===== config.mk =====
export PLATFORM = sky130hd
export DESIGN_NAME = ula_execucao
export DESIGN_NICKNAME = d
export VERILOG_FILES = /design/src/rtl/ula_execucao.sv
export SDC_FILE = /design/constraint.sdc
export NUM_CORES = 1
export LEC_CHECK = 0
export ABC_AREA = 0
export BUFFER_PORTS_ARGS = -buffer_cell sky130_fd_sc_hd__buf_4
export CAP_MARGIN = 20
export CORE_ASPECT_RATIO = 1.4
export CORE_UTILIZATION = 40
export CTS_CLUSTER_SIZE = 40
export DETAILED_ROUTE_END_ITERATION = 7
export MAX_ROUTING_LAYER = met4
export PLACE_DENSITY_LB_ADDON = 0.15
export SETUP_SLACK_MARGIN = 0.2
export SLEW_MARGIN = 20
export SYNTH_ARGS = -nofsm -noshare
export SYNTH_HDL_FRONTEND = slang
export SYNTH_SLANG_ARGS = --single-unit

===== constraint.sdc =====
create_clock -name clk -period 6.89 [get_ports clk]
set_input_delay 0.689 -clock clk [delete_from_list [all_inputs] [get_ports clk]]
set_output_delay 0.689 -clock clk [all_outputs]
set_load 0.05 [all_outputs]

===== src/rtl/ula_execucao.sv =====
// Execute stage: eight-op ALU with a registered result and write-back port.
// Multiply uses an iterative shift-add unit that retires one multiplier bit per cycle.
module ula_execucao #(
    parameter int WIDTH  = 8,
    parameter int ADDR_W = 3
) (
    input  logic              clk,
    input  logic              rst,
    input  logic              start,
    input  logic [2:0]        op,
    input  logic [WIDTH-1:0]  dadoA,
    input  logic [WIDTH-1:0]  dadoB,
    input  logic [ADDR_W-1:0] addDest,
    output logic              busy,
    output logic              done,
    output logic [WIDTH-1:0]  resultado,
    output logic              wrEn,
    output logic [ADDR_W-1:0] addWr,
    output logic              zero,
    output logic              carry
);

    typedef enum logic {IDLE, MUL} state_t;

    localparam logic [2:0] OP_ADD  = 3'b000;
    localparam logic [2:0] OP_SUB  = 3'b001;
    localparam logic [2:0] OP_AND  = 3'b010;
    localparam logic [2:0] OP_OR   = 3'b011;
    localparam logic [2:0] OP_XOR  = 3'b100;
    localparam logic [2:0] OP_NOT  = 3'b101;
    localparam logic [2:0] OP_MUL  = 3'b110;
    localparam logic [2:0] OP_PASS = 3'b111;

    localparam int             CW   = $clog2(WIDTH + 1);
    localparam logic [CW-1:0]  LAST = CW'(WIDTH - 1);

    state_t                state_q, state_d;
    logic [2*WIDTH-1:0]    mcand_q, mcand_d;
    logic [WIDTH-1:0]      mplier_q, mplier_d;
    logic [2*WIDTH-1:0]    acc_q, acc_d;
    logic [CW-1:0]         cnt_q, cnt_d;
    logic [ADDR_W-1:0]     dest_q, dest_d;
    logic [WIDTH-1:0]      res_q, res_d;
    logic [ADDR_W-1:0]     addwr_q, addwr_d;
    logic                  zero_q, zero_d;
    logic                  carry_q, carry_d;
    logic                  done_q, done_d;

    logic [WIDTH:0]        alu_wide;
    logic [2*WIDTH-1:0]    acc_sum;

    // Single-cycle ALU; bit WIDTH carries the carry/borrow for add/sub only.
    always_comb begin
        alu_wide = '0;
        case (op)
            OP_ADD:  alu_wide = {1'b0, dadoA} + {1'b0, dadoB};
            OP_SUB:  alu_wide = {1'b0, dadoA} - {1'b0, dadoB};
            OP_AND:  alu_wide = {1'b0, dadoA & dadoB};
            OP_OR:   alu_wide = {1'b0, dadoA | dadoB};
            OP_XOR:  alu_wide = {1'b0, dadoA ^ dadoB};
            OP_NOT:  alu_wide = {1'b0, ~dadoA};
            OP_PASS: alu_wide = {1'b0, dadoB};
            default: alu_wide = '0;
        endcase
    end

    assign acc_sum = acc_q + (mplier_q[0] ? mcand_q : '0);

    always_comb begin
        state_d  = state_q;
        mcand_d  = mcand_q;
        mplier_d = mplier_q;
        acc_d    = acc_q;
        cnt_d    = cnt_q;
        dest_d   = dest_q;
        res_d    = res_q;
        addwr_d  = addwr_q;
        zero_d   = zero_q;
        carry_d  = carry_q;
        done_d   = 1'b0;
        case (state_q)
            IDLE: begin
                if (start) begin
                    if (op == OP_MUL) begin
                        mcand_d  = {{WIDTH{1'b0}}, dadoA};
                        mplier_d = dadoB;
                        acc_d    = '0;
                        cnt_d    = '0;
                        dest_d   = addDest;
                        state_d  = MUL;
                    end else begin
                        res_d   = alu_wide[WIDTH-1:0];
                        carry_d = alu_wide[WIDTH];
                        zero_d  = (alu_wide[WIDTH-1:0] == '0);
                        addwr_d = addDest;
                        done_d  = 1'b1;
                    end
                end
            end
            MUL: begin
                acc_d    = acc_sum;
                mcand_d  = mcand_q << 1;
                mplier_d = mplier_q >> 1;
                cnt_d    = cnt_q + CW'(1);
                // Last iteration: retire the product including this edge's partial sum.
                if (cnt_q == LAST) begin
                    res_d   = acc_sum[WIDTH-1:0];
                    carry_d = |acc_sum[2*WIDTH-1:WIDTH];
                    zero_d  = (acc_sum[WIDTH-1:0] == '0);
                    addwr_d = dest_q;
                    done_d  = 1'b1;
                    state_d = IDLE;
                end
            end
            default: state_d = IDLE;
        endcase
    end

    always_ff @(posedge clk or posedge rst) begin
        if (rst) begin
            state_q  <= IDLE;
            mcand_q  <= '0;
            mplier_q <= '0;
            acc_q    <= '0;
            cnt_q    <= '0;
            dest_q   <= '0;
            res_q    <= '0;
            addwr_q  <= '0;
            zero_q   <= 1'b0;
            carry_q  <= 1'b0;
            done_q   <= 1'b0;
        end else begin
            state_q  <= state_d;
            mcand_q  <= mcand_d;
            mplier_q <= mplier_d;
            acc_q    <= acc_d;
            cnt_q    <= cnt_d;
            dest_q   <= dest_d;
            res_q    <= res_d;
            addwr_q  <= addwr_d;
            zero_q   <= zero_d;
            carry_q  <= carry_d;
            done_q   <= done_d;
        end
    end

    assign busy      = (state_q == MUL);
    assign done      = done_q;
    assign wrEn      = done_q;
    assign resultado = res_q;
    assign addWr     = addwr_q;
    assign zero      = zero_q;
    assign carry     = carry_q;

endmodule


==> results.md <==
- Slew Limit Fails: 0
- Clk slew on worst S/H paths: 0.06 ns
- Mapped Cells: 575
- Min-delay worst type: reg2reg
- Worst-path cell chain: buf_4 -> nor2_1 -> and2_1 -> mux2_2 -> fa_1 -> and2b_1 -> o2111ai_1 -> and3_1 -> nor3_1 -> xnor2_1 -> a2111oi_2 -> a21oi_1
- CTS Sinks: 62
- CTS buffer count: 9
- Setup bufs post-CTS: 0
- VDD IR max: 0.146 mV
- Syn avg cell area: 8.27 µm²
- Synth area leader: dfrtp_1
- Cells after DPL: 733
- Tot GR Track Use: 22.6%
- Total Die Area: 12300 µm²
- Crit path max fanout: 25
- First-pass GRT wire length: 20500 µm
- Minimum clock period: 3.41 ns
- GR Overflow Total: 0
- IO Count: 41
- Ys async rst share: 100%
- Critical path class: in2reg
- Synth Flop Type: dfrtp_1
- Pwr/cell area: 362 nW/µm²
- Antenna cell count: 0
- Startpoint Class: input port
- DRC violation count after routing: 0
- Status: finished, final reports clean
- Vias: 4152
- Placed inst area: 5130 µm²
- HP Start: addWr[1]$_DFFE_PP0P_
- Cells on worst reg2reg path: 10
- Sequential fraction of the synthesis area: 32.6%
- Layout Skew: 0.00627 ns
- DR pass1 iterations: 5
- Slew headroom: 45.4%
- Fin cells: 749
- Max Fclk: 0.293 GHz
- Clk_lat worst skew: 0.34 ns
- EDFF count, synth: 0
- Metal2 WL: 6590 µm
- Finished Cell Area: 5460 µm²
- Mapped Area: 4750 µm²
- Hold Path End: addWr[1]$_DFFE_PP0P_
- Top-count cell post-synth: nand2_1
- Input/output buffers: 40
- Remaining antenna violation count: 0
- Chip height: 131 µm
- Max Used Layer: met4
- Drt initial violations: 204
- Endpoints failing hold: 0
- H-tree Lvls: 3
- Final Cycle Share: 49.5%
- CTS tree: yes
- CTS Root Cell: clkbuf_16
- R2R setup slack: 3.70 ns
- M1 WL: 5200 µm
- Row count: 46
- Vias in the first global route: 4057
- CP arrival: 3.61 ns
- P&R area growth vs syn: 14.9%
- CP Capture Type: flop
- Wire length on met3: 401 µm
- Largest net degree at the start of global routing: 85
- Yosys reg bits: 62
- Pre-CTS setup slack: 3.17 ns
- Via density: 5.54
- Commonest cells post-synth: nand2_1 (94), dfrtp_1 (62), o21ai_0 (55)
- Fin worst setup slack: 3.48 ns
- RSZ-0062 raised after global routing: no
- CP max-delay cell: mux2_2
- Gpl congestion: 0.949
- CP delay by family, top: simple AND/OR/NAND/NOR gates
- Synth warnings: 0
- Die X: 94.1 µm
- Lkg Pwr: 2.54 nW
- Actual slew at the worst max-slew pin: 0.820 ns
- Post-synth top area share: 32.6%
- Post_cts resized: 0
- # nets final: 668
- Final WL: 12600 µm
- Distinct cells, synth: 73
- Critical path's largest stage delay: 0.40 ns
- Hold_buf cts: 0
- Hold Path Stages: 2
- R2r endpoint: carry$_DFFE_PP0P_
- Final setup fails: 0
- Post-synth net total: 643
- Share of cells above drive strength 1: 14.9%
- Clk buf depth: 2
- Required time worst endpoint: 7.09 ns
- WP buf/inv: 1
- Hpwl dp: 9530 µm
- Top cells by area, synth: dfrtp_1 (33%), ha_1 (11%), nand2_1 (7.4%)
- Wire per inst: 16.9 µm
- Hold WS: 0.479 ns
- Reg-to-reg startpoint: mplier_q[0]$_DFFE_PP0P_
- Max_cap viols: 0
- Setup Total Neg Slack: 0 ns
- Core Region: 11500 µm²
- Initial antenna violation count: 0
- Initial Util: 41.5%
-- layout by cell type, fill, tap and decap left out, drive strengths merged, types with 9 or more instances in the layout --
cell    Yosys  routed
a21oi      41      41
a31oi       9       9
and2       17      17
buf        11      43
clkbuf     18       9
dfrtp      62      62
ha         41      41
inv        27      31
mux2i      10      10
nand2      94      94
nand3      14      14
nor2       48      48
o21ai      57      57
xnor2      14      14
xor2       10      10
-- cells by family after synthesis --
| family | share of synthesized area [%] |
|---|---|
| xor gates and xnor gates | 4.42 |
| adders and majority gates | 11.6 |
| muxes | 3.05 |
| and+or+nand+nor | 21.2 |
| buffers and inverters | 4.84 |
| DFF | 32.6 |
| AOI/OAI and AO/OA | 22.2 |
-- report_power, final --
group	internal [mW]	leakage (nW)	switching, mW
Sequential	0.505	0.810	0.107
Clock	0.321	0.157	0.180
Combinational	0.302	1.58	0.564
-- through the flow --
step	utilization [%]	power [mW]
detailed placement	44.8	1.49
global route	47.7	2.11
CTS	47.7	2.00
finish	47.7	1.98
global placement	44.8	1.47
floorplan	-	1.25
-- state kept, by name, indices dropped and copies added, names as in the netlist --
name	flops
addWr	3
carry	1
done	1
acc_q	16
zero	1
busy	1
dest_q	3
mplier_q	8
resultado	8
mcand_q	16
cnt_q	4
-- worst reg2reg max path, stage by stage, from the launching register on --
cell	delay (ns)
dfrtp_1	0.58
and2_1	0.27
ha_1	0.22
fa_1	0.45
a211oi_2	0.28
o211a_1	0.23
o31ai_1	0.10
a21oi_1	0.19
xnor2_1	0.12
a2111oi_2	0.49
a21oi_1	0.14
-- cell type report --
cell class | count | area (µm²)
Sequential cell | 62 | 1550
Timing Repair Buffer | 43 | 323
Inverter | 27 | 101
Clock buffer | 9 | 225
Multi-Input combinational cell | 457 | 2980
Fill cell | 1132 | 5990
Tap cell | 144 | 180
Clock inverter | 7 | 103
-- worst max path at each step --
stage                     startpoint                end  cells past startpoint
after floorplan                op[0]  carry$_DFFE_PP0P_                     13
final                          op[1]  carry$_DFFE_PP0P_                     12
after global placement         op[1]  carry$_DFFE_PP0P_                     12
after CTS                      op[1]  carry$_DFFE_PP0P_                     12
after global routing           op[1]  carry$_DFFE_PP0P_                     12
after detailed placement       op[1]  carry$_DFFE_PP0P_                     12
-- per-layer routing --
| layer | vias up | GRT usage, % |
|---|---|---|
| met2 | 84 | 39.1 |
| met1 | 1962 | 24.9 |
| li1 | 2073 | - |
| met3 | 33 | 4.17 |
| met4 | 0 | 10.7 |
| met5 | - | - |
Power figures use the tool's default switching activity.
